[config.mk]
export PLATFORM = sky130hd
export DESIGN_NAME = bcb_ctrl
export DESIGN_NICKNAME = d
export VERILOG_FILES = /design/src/rtl/corep.sv /design/src/rtl/bcb_ctrl_rr_arb2.sv /design/src/rtl/bcb_ctrl.sv
export SDC_FILE = /design/constraint.sdc
export NUM_CORES = 1
export LEC_CHECK = 0
export ABC_CLOCK_PERIOD_IN_PS = 3220
export CORE_ASPECT_RATIO = 1.5
export CORE_MARGIN = 2
export CORE_UTILIZATION = 41
export DETAILED_ROUTE_END_ITERATION = 8
export PLACE_DENSITY = 0.8
export SLEW_MARGIN = 5
export SYNTH_ARGS = -nofsm -noshare
export SYNTH_HDL_FRONTEND = slang
export SYNTH_SLANG_ARGS = --single-unit
[constraint.sdc]
create_clock -name CLK -period 3.22 [get_ports CLK]
set_clock_uncertainty 0.15 [all_clocks]
set_input_delay 0.322 -clock CLK [delete_from_list [all_inputs] [get_ports CLK]]
set_output_delay 0.322 -clock CLK [all_outputs]
set_load 0.005 [all_outputs]
[src/rtl/corep.sv]
// Shared core definitions for the branch checkpoint buffer and its controller.
package corep;

  localparam int BCB_ENTRIES = 8;

  typedef logic [$clog2(BCB_ENTRIES)-1:0] BCB_idx_t;

  // Snapshot of predictor state needed to resume after a mispredict.
  typedef struct packed {
    logic [11:0] target;
    logic [3:0]  ghist;
  } BTB_info_t;

  typedef enum logic [1:0] {
    BCS_IDLE    = 2'd0,
    BCS_RESTORE = 2'd1,
    BCS_RESP    = 2'd2
  } bcb_ctrl_state_t;

endpackage

[src/rtl/bcb_ctrl_rr_arb2.sv]
// Two-way round-robin arbiter; the last winner loses a tie on the next grant.
module bcb_ctrl_rr_arb2 (
  input  logic i_clk,
  input  logic i_rst,
  input  logic i_en,
  input  logic i_req0,
  input  logic i_req1,
  output logic o_gnt0,
  output logic o_gnt1
);

  // 0 = req0 won last, 1 = req1 won last; resets to 1 so req0 wins the first tie.
  logic r_rr_last;

  assign o_gnt0 = i_en & i_req0 & (~i_req1 | r_rr_last);
  assign o_gnt1 = i_en & i_req1 & (~i_req0 | ~r_rr_last);

  // Remember which requester won the most recent grant.
  always_ff @(posedge i_clk) begin
    if (i_rst)       r_rr_last <= 1'b1;
    else if (o_gnt0) r_rr_last <= 1'b0;
    else if (o_gnt1) r_rr_last <= 1'b1;
  end

endmodule

[src/rtl/bcb_ctrl.sv]
// Branch checkpoint buffer controller: save arbitration, liveness tracking and
// the two-cycle mispredict restore sequence.
//
// state   | meaning
// IDLE    | saves allowed; waiting for a restore request
// RESTORE | reading the checkpoint at r_idx and squashing younger entries
// RESP    | presenting the captured checkpoint for one cycle
module bcb_ctrl #(
  parameter int BCB_ENTRIES = corep::BCB_ENTRIES,
  parameter int INFO_W      = $bits(corep::BTB_info_t),
  parameter int IDX_W       = $clog2(BCB_ENTRIES)
) (
  input  logic              CLK,
  input  logic              RST,
  input  logic              req0_valid,
  input  logic [INFO_W-1:0] req0_info,
  output logic              req0_ready,
  input  logic              req1_valid,
  input  logic [INFO_W-1:0] req1_info,
  output logic              req1_ready,
  output logic [IDX_W-1:0]  grant_index,
  output logic              save_valid,
  output logic [INFO_W-1:0] save_bcb_info,
  input  logic [IDX_W-1:0]  save_bcb_index,
  output logic [IDX_W-1:0]  restore_bcb_index,
  input  logic [INFO_W-1:0] restore_bcb_info,
  input  logic              restore_req_valid,
  input  logic [IDX_W-1:0]  restore_req_index,
  output logic              restore_busy,
  output logic              restore_resp_valid,
  output logic [INFO_W-1:0] restore_resp_info,
  input  logic              retire_valid,
  input  logic [IDX_W-1:0]  retire_index,
  output logic              full,
  output logic [IDX_W:0]    occupancy
);
  import corep::*;

  localparam logic [1:0] S_IDLE    = BCS_IDLE;
  localparam logic [1:0] S_RESTORE = BCS_RESTORE;
  localparam logic [1:0] S_RESP    = BCS_RESP;
  localparam logic [IDX_W:0] N_W   = (IDX_W+1)'(BCB_ENTRIES);

  logic [BCB_ENTRIES-1:0] r_valid;
  logic [BCB_ENTRIES-1:0] w_valid_nxt;
  logic [1:0]             r_state;
  logic [IDX_W-1:0]       r_idx;
  logic [INFO_W-1:0]      r_resp_info;
  logic                   w_full;
  logic                   w_save_en;
  logic                   w_gnt0;
  logic                   w_gnt1;
  logic [IDX_W:0]         w_dist_save;
  logic [IDX_W:0]         w_occ;

  // Circular distance (a - b) mod N; the sign bit of the wide difference flags a wrap.
  function automatic logic [IDX_W:0] mod_dist(logic [IDX_W-1:0] a, logic [IDX_W-1:0] b);
    logic [IDX_W:0] d;
    d = {1'b0, a} - {1'b0, b};
    if (d[IDX_W]) d = d + N_W;
    return d;
  endfunction

  // Full means the slot the BCB will write next is still live; loop avoids
  // out-of-range selects when N is not a power of two.
  always_comb begin
    w_full = 1'b0;
    for (int i = 0; i < BCB_ENTRIES; i++)
      if (IDX_W'(i) == save_bcb_index) w_full = r_valid[i];
  end

  assign w_save_en = ~RST & (r_state == S_IDLE) & ~restore_req_valid & ~w_full;

  bcb_ctrl_rr_arb2 u_arb (
    .i_clk  (CLK),
    .i_rst  (RST),
    .i_en   (w_save_en),
    .i_req0 (req0_valid),
    .i_req1 (req1_valid),
    .o_gnt0 (w_gnt0),
    .o_gnt1 (w_gnt1)
  );

  assign w_dist_save = mod_dist(save_bcb_index, r_idx);

  // Next liveness: retire and squash clear first, then a granted save sets its slot.
  always_comb begin
    w_valid_nxt = r_valid;
    for (int i = 0; i < BCB_ENTRIES; i++) begin
      if (retire_valid && (IDX_W'(i) == retire_index)) w_valid_nxt[i] = 1'b0;
      if ((r_state == S_RESTORE) && (mod_dist(IDX_W'(i), r_idx) != '0) &&
          (mod_dist(IDX_W'(i), r_idx) < w_dist_save))
        w_valid_nxt[i] = 1'b0;
      if ((w_gnt0 || w_gnt1) && (IDX_W'(i) == save_bcb_index)) w_valid_nxt[i] = 1'b1;
    end
  end

  // Register per-entry liveness.
  always_ff @(posedge CLK) begin
    if (RST) r_valid <= '0;
    else     r_valid <= w_valid_nxt;
  end

  // Restore sequencer; requests arriving outside IDLE are dropped.
  always_ff @(posedge CLK) begin
    if (RST) begin
      r_state     <= S_IDLE;
      r_idx       <= '0;
      r_resp_info <= '0;
    end else begin
      case (r_state)
        S_IDLE: begin
          if (restore_req_valid) begin
            r_state <= S_RESTORE;
            r_idx   <= restore_req_index;
          end
        end
        S_RESTORE: begin
          r_resp_info <= restore_bcb_info;
          r_state     <= S_RESP;
        end
        S_RESP:  r_state <= S_IDLE;
        default: r_state <= S_IDLE;
      endcase
    end
  end

  // Population count of live entries.
  always_comb begin
    w_occ = '0;
    for (int i = 0; i < BCB_ENTRIES; i++) w_occ = w_occ + (IDX_W+1)'(r_valid[i]);
  end

  assign req0_ready         = w_gnt0;
  assign req1_ready         = w_gnt1;
  assign save_valid         = w_gnt0 | w_gnt1;
  assign save_bcb_info      = w_gnt1 ? req1_info : req0_info;
  assign grant_index        = save_bcb_index;
  assign restore_bcb_index  = r_idx;
  assign restore_busy       = (r_state != S_IDLE);
  assign restore_resp_valid = (r_state == S_RESP);
  assign restore_resp_info  = r_resp_info;
  assign full               = w_full;
  assign occupancy          = w_occ;

endmodule
# --- Yosys cells after proc, flatten, opt, wreduce, memory -nomap -nowiden ---
# Cells that the tools add are included.
totals:
  ff_bits: 30
  input_bits: 63
  word_cells: 179
op_classes:
  add_sub_neg: 25
  magnitude_cmp: 8
  eq_ne: 17
  mux: 46
  n_bitwise: 16
  reduce_logical: 55
op_table:
  columns: ["cell", "n"]
  rows:
  - ["$add A4 B4 Y4 const B", 9]
  - ["$mux W4", 9]
  - ["$mux W1", 34]
  - ["$logic_and A1 B1 Y1", 32]
  - ["$lt A4 B4 Y1", 8]
  - ["$reduce_bool A4 Y1", 8]
  - ["$eq A3 B3 Y1 const A", 8]
  - ["$reduce_bool A3 Y1", 8]
  - ["$add A4 B1 Y4", 4]
  - ["$mux W16", 1]
  - ["$sub A3 B3 Y4 const A", 4]
  - ["$eq A2 B3 Y1 const A", 4]
  - ["$sub A1 B3 Y4 const A", 2]
  - ["$sub A2 B3 Y4 const A", 2]
  - ["$and A1 B1 Y1", 7]
  - ["$eq A1 B3 Y1 const A", 2]
  - ["$logic_not A3 Y1", 2]
  - ["$not A1 Y1", 6]
  - ["$add A3 B1 Y4", 1]
  - ["$pmux W2 S2", 1]
  - ["$reduce_bool A2 Y1", 2]
  - ["$sub A3 B3 Y4", 1]
  - ["$add A2 B1 Y3", 1]
  - ["$or A1 B1 Y1", 3]
  - ["other kinds (8)", 8]

# --- Depth between registers and ports, before layout ---
depth:
  ltp_word: 16
  depth_mapped: 10
  mapped_depth_nobuf: 9

# --- Cells and area by module ---
# From an unflattened synthesis, not the netlist that was laid out.
hier_totals:
  cells_unflattened: 254
  hier_area_um2: 2129.5
by_module_without_submodules:
  columns: ["mod", "n_inst", "cells_each", "area_each_um2"]
  rows:
  - ["bcb_ctrl", 1, 246, 2070.7]
  - ["bcb_ctrl_rr_arb2", 1, 8, 58.8]

# --- Worst setup path before layout ---
# Ideal clock, no wire load.
synth_path:
  path_type: "flip-flop to output port"
  from: "register r_valid[0]"
  to: "output port occupancy[2]"
  t_arrival_ns: 2.549
  t_required_ns: 2.748
  slack_ns: 0.199
  path_stages_with_launch: 10
  cell_sequence: "dfxtp_1 fa_1 inv_1 fa_1 fa_1 inv_1 ha_1 inv_1 fa_1 xnor2_1"
synth_via:
  elab_chain_cells: 7
synth_lines:
  columns: ["item", "line_no", "source"]
  rows:
  - ["start: declaration", "bcb_ctrl.sv:44", "logic [BCB_ENTRIES-1:0] r_valid;"]
  - ["start signal: assignment", "bcb_ctrl.sv:101", "else r_valid <= w_valid_nxt;"]
  - ["$add A1 B1 Y2", "bcb_ctrl.sv:131", "for (int i = 0; i < BCB_ENTRIES; i++) w_occ = w_occ + (IDX_W+1)'(r_valid[i]);"]
  - ["$add A2 B1 Y3", "bcb_ctrl.sv:131", null]
  - ["$add A3 B1 Y4", "bcb_ctrl.sv:131", null]
  - ["$add A4 B1 Y4 (4 in series)", "bcb_ctrl.sv:131", null]
  - ["end: declaration", "bcb_ctrl.sv:35", "output logic [IDX_W:0] occupancy"]
# Every way passes these cells.

# --- Final worst setup path ---
layout_path:
  from: "register r_valid[3]"
  to: "output port occupancy[1]"
layout_via:
  elab_chain_cells: 5
layout_lines:
  columns: ["item", "line_no"]
  rows:
  - ["$add A3 B1 Y4", "bcb_ctrl.sv:131"]
  - ["$add A4 B1 Y4 (4 in series)", "bcb_ctrl.sv:131"]
# Every way passes these cells.

==> summary.md <==
| Metric | Value |
|---|---|
| Cts bufs inserted | 5 |
| Critical-path top delay cell | fa_1 |
| Layout cell share with drive strength beyond 1 | 0.158 |
| # Max-Cap Violations | 0 |
| Reg area | 603 um2 |
| Routed WL per cell | 14.3 um |
| Antenna-violating nets left | 0 |
| Crit path time final | 3480 ps |
| Htree depth | 2 |
| FP Rows | 32 |
| Die ar. | 0.00600 mm2 |
| Global-route wire length before repair | 10200 um |
| Synth cell types | 43 |
| Placer Congestion | 0.927 |
| Met3 wire len | 477 um |
| Simple-Gate Fraction of Synth Area | 0.183 |
| Placed Area | 0.00340 mm2 |
| CTS tree | done |
| Cell Chain, Critical Path | fa_1, inv_2, fa_1, fa_2, inv_2, ha_4, inv_2, fa_2, inv_1, buf_2 |
| Via density | 5.06 |
| Setup WS post-layout | -262 ps |
| Crit Path Class | reg -> out |
| Flop-to-flop setup slack | 490 ps |
| Number of synthesized register bits | 30 |
| Fin cells | 447 |
| IO buf count | 110 |
| CP max FO | 2 |
| Critical Path Max Stage Delay | 540 ps |
| Post-DP HPWL | 5040 um |
| Post-synthesis compound-gate area fraction | 0.159 |
| CP dominant cell by count | inv_2 |
| Outcome | finished, violations left |
| I/O pin cnt | 111 |
| Clock Pin Slew Worst Setup and Hold Paths | 60 ps |
| Least-Margin Pin Slew | 845 ps |
| Adder-cell share of the synthesized area | 0.168 |
| Worst Path Buf+Inv | 5 |
| Post-Route M1 WL | 2330 um |
| Crit share post-route | 1.08 |
| Final Cell Area | 0.00358 mm2 |
| Startpoint types | flop |
| Util after Layout | 0.694 |
| Synth Area per Inst | 8.48 um2 |
| Gate Count Post-Synth | 260 |
| Multi-input logic area | 0.00143 mm2 |
| Syn Std Cell Area | 0.00221 mm2 |
| Final Max Slew Viols | 0 |
| Wire length on met2 | 3480 um |
| Final setup viols | 3 |
| Total core area | 0.00516 mm2 |
| Hold Crit Class | reg -> reg |
| Root Driver | clkbuf_8 |
| Top sig layer | met4 |
| Antenna Cells | 0 |
| CTS Buffer Depth | 2 |
| Net count after synthesis | 349 |
| Post-synthesis sequential area ratio | 0.272 |
| Worst setup EP type | output port |
| Fill count | 398 |
| Failing checks | negative setup slack |
| Mux cell area share after synthesis | 0.102 |
| Main combinational cell family by area after synthesis | simple AND/OR/NAND/NOR gates |
| Chip width | 63.9 um |
| Remaining Overflow, GRT | 0 |
| Initial cell density of the core | 0.427 |
| Total power | 1.20 mW |
| Drt total wl | 6390 um |
| Nets | 467 |
| Sink Count | 30 |
| Hold Fails Final Rpt | 0 |
| Delay-heaviest family, CP | adder cells |
| Most frequent cells in the layout | clkdlybuf4s50_1, nand2_1, dfxtp_1 |
| WP data arrival | 3010 ps |
| P&R area growth vs syn | 62.5% |
| Placed insts | 438 |
| Starting DRT DRC Count | 34 |
| Synth Area in XOR/XNOR | 0.0199 |
| VDD IR-drop max | 0.539 mV |
| P_leak | 1.46 nW |
| Vias post-DR | 2262 |
| Post-CTS Hold Buffers | 0 |
| Fmax | 287 MHz |
| RSZ-0062 raised after global routing | true |
| Initial antenna violation count | 0 |
| Drt pass-1 iters | 4 |
| Worst-skew pair later-pin latency | 280 ps |
| Worst Path Required | 2750 ps |
| Vias in the first global route | 2259 |
| Ys Warns | 0 |
| Most common cell after layout, fill and taps aside | clkdlybuf4s50_1 |
| Largest net degree at the start of global routing | 28 |
| Drt drc | 0 |
| Slew margin rel. | 0.436 |
| Chip height | 93.8 um |
| GRT Total Usage | 0.216 |
| Pwr dens | 334 mW/mm2 |
metal layers:
metal,vias up,global-route usage
li1,1121,-
met2,105,0.413
met3,10,0.0659
met4,0,0.0779
met1,1026,0.212
met5,-,0
stage by stage:
stage	setup WS (ps)	TNS (ps)	hold WS [ps]
6_report	-262	-532	307
5_1_grt	-336	-755	328
4_1_cts	-351	-793	309
3_5_place_dp	-401	-763	299
3_3_place_gp	-296	-568	291
2_1_floorplan	199	0	303
power by group:
part / switching, mW / internal, mW
clock: 0.135 / 0.330
sequential: 0.0129 / 0.386
combinational: 0.136 / 0.196
total: 0.284 / 0.913
registers in the layout, summed over array words and instances (netlist names):
name               cells
r_state                2
restore_resp_info     16
restore_bcb_index      3
r_valid                8
u_arb.r_rr_last        1
worst min-delay path, cell delays in order (launching register included):
cell and delay, ps:
dfxtp_1 310, nand2_1 50, a21oi_1 50
cells by family (layout without fill, tap and decap cells):
group	Yosys count	after routing
AO/OA/AOI/OAI	53	53
AND/OR/NAND/NOR	85	85
XOR/XNOR	5	5
buffers and inverters	44	163
flip-flops	30	30
multiplexers	17	17
adder cells (fa/ha/maj)	26	26
cell type report:
| class | instances | share of cell area |
|---|---|---|
| flip-flops and latches | 30 | 0.168 |
| clock buffers | 6 | 0.0230 |
| multi-input cells | 186 | 0.398 |
| repair buffers | 127 | 0.341 |
| inverters | 28 | 0.0293 |
| well taps | 68 | 0.0237 |
| clock inverters | 2 | 0.0168 |
synthesized netlist by cell type:
master / instances / area (um2)
a211oi_1: 2 / 15.0
a21oi_1: 27 / 135
a221o_1: 2 / 20.0
and2_1: 1 / 6.26
and3_2: 1 / 7.51
and4_1: 1 / 8.76
buf_1: 2 / 7.51
buf_12: 1 / 20.0
buf_2: 1 / 5.00
buf_4: 4 / 30.0
buf_6: 2 / 22.5
clkbuf_1: 6 / 22.5
clkinv_1: 1 / 3.75
dfxtp_1: 30 / 601
fa_1: 6 / 120
ha_1: 20 / 250
inv_1: 27 / 101
mux2_2: 7 / 78.8
mux2_4: 9 / 135
mux2i_1: 1 / 10.0
nand2_1: 47 / 176
nand2b_1: 8 / 50.1
nand3_1: 7 / 35.0
nand3b_1: 1 / 7.51
nand4_1: 4 / 25.0
nand4b_1: 1 / 8.76
nor2_1: 4 / 15.0
nor2b_1: 4 / 25.0
nor3_1: 3 / 15.0
o2111ai_1: 4 / 35.0
o211ai_2: 1 / 12.5
o21ai_0: 6 / 30.0
o221ai_2: 1 / 15.0
o311a_1: 1 / 10.0
o31ai_1: 3 / 22.5
o31ai_2: 1 / 12.5
o32ai_1: 1 / 8.76
o41ai_1: 4 / 35.0
or3_1: 1 / 6.26
or3b_2: 1 / 8.76
or4_1: 1 / 7.51
xnor2_1: 3 / 26.3
xor2_1: 2 / 17.5
final timing paths:
check / end / startpoint / cells past startpoint
max: occupancy[1] / r_valid[3] / 10
min: restore_resp_info[6] / restore_resp_info[6] / 2
max reg2reg: r_valid[4] / restore_bcb_index[0] / 10
min reg2reg: restore_resp_info[6] / restore_resp_info[6] / 2
timing repair:
action,in CTS,in global routing
gates resized for setup,24,6
pin swaps,5,5
setup endpoints to repair,4,20
buffers inserted,1,0
hold endpoints to repair,0,0
Power figures use the tool's default switching activity.
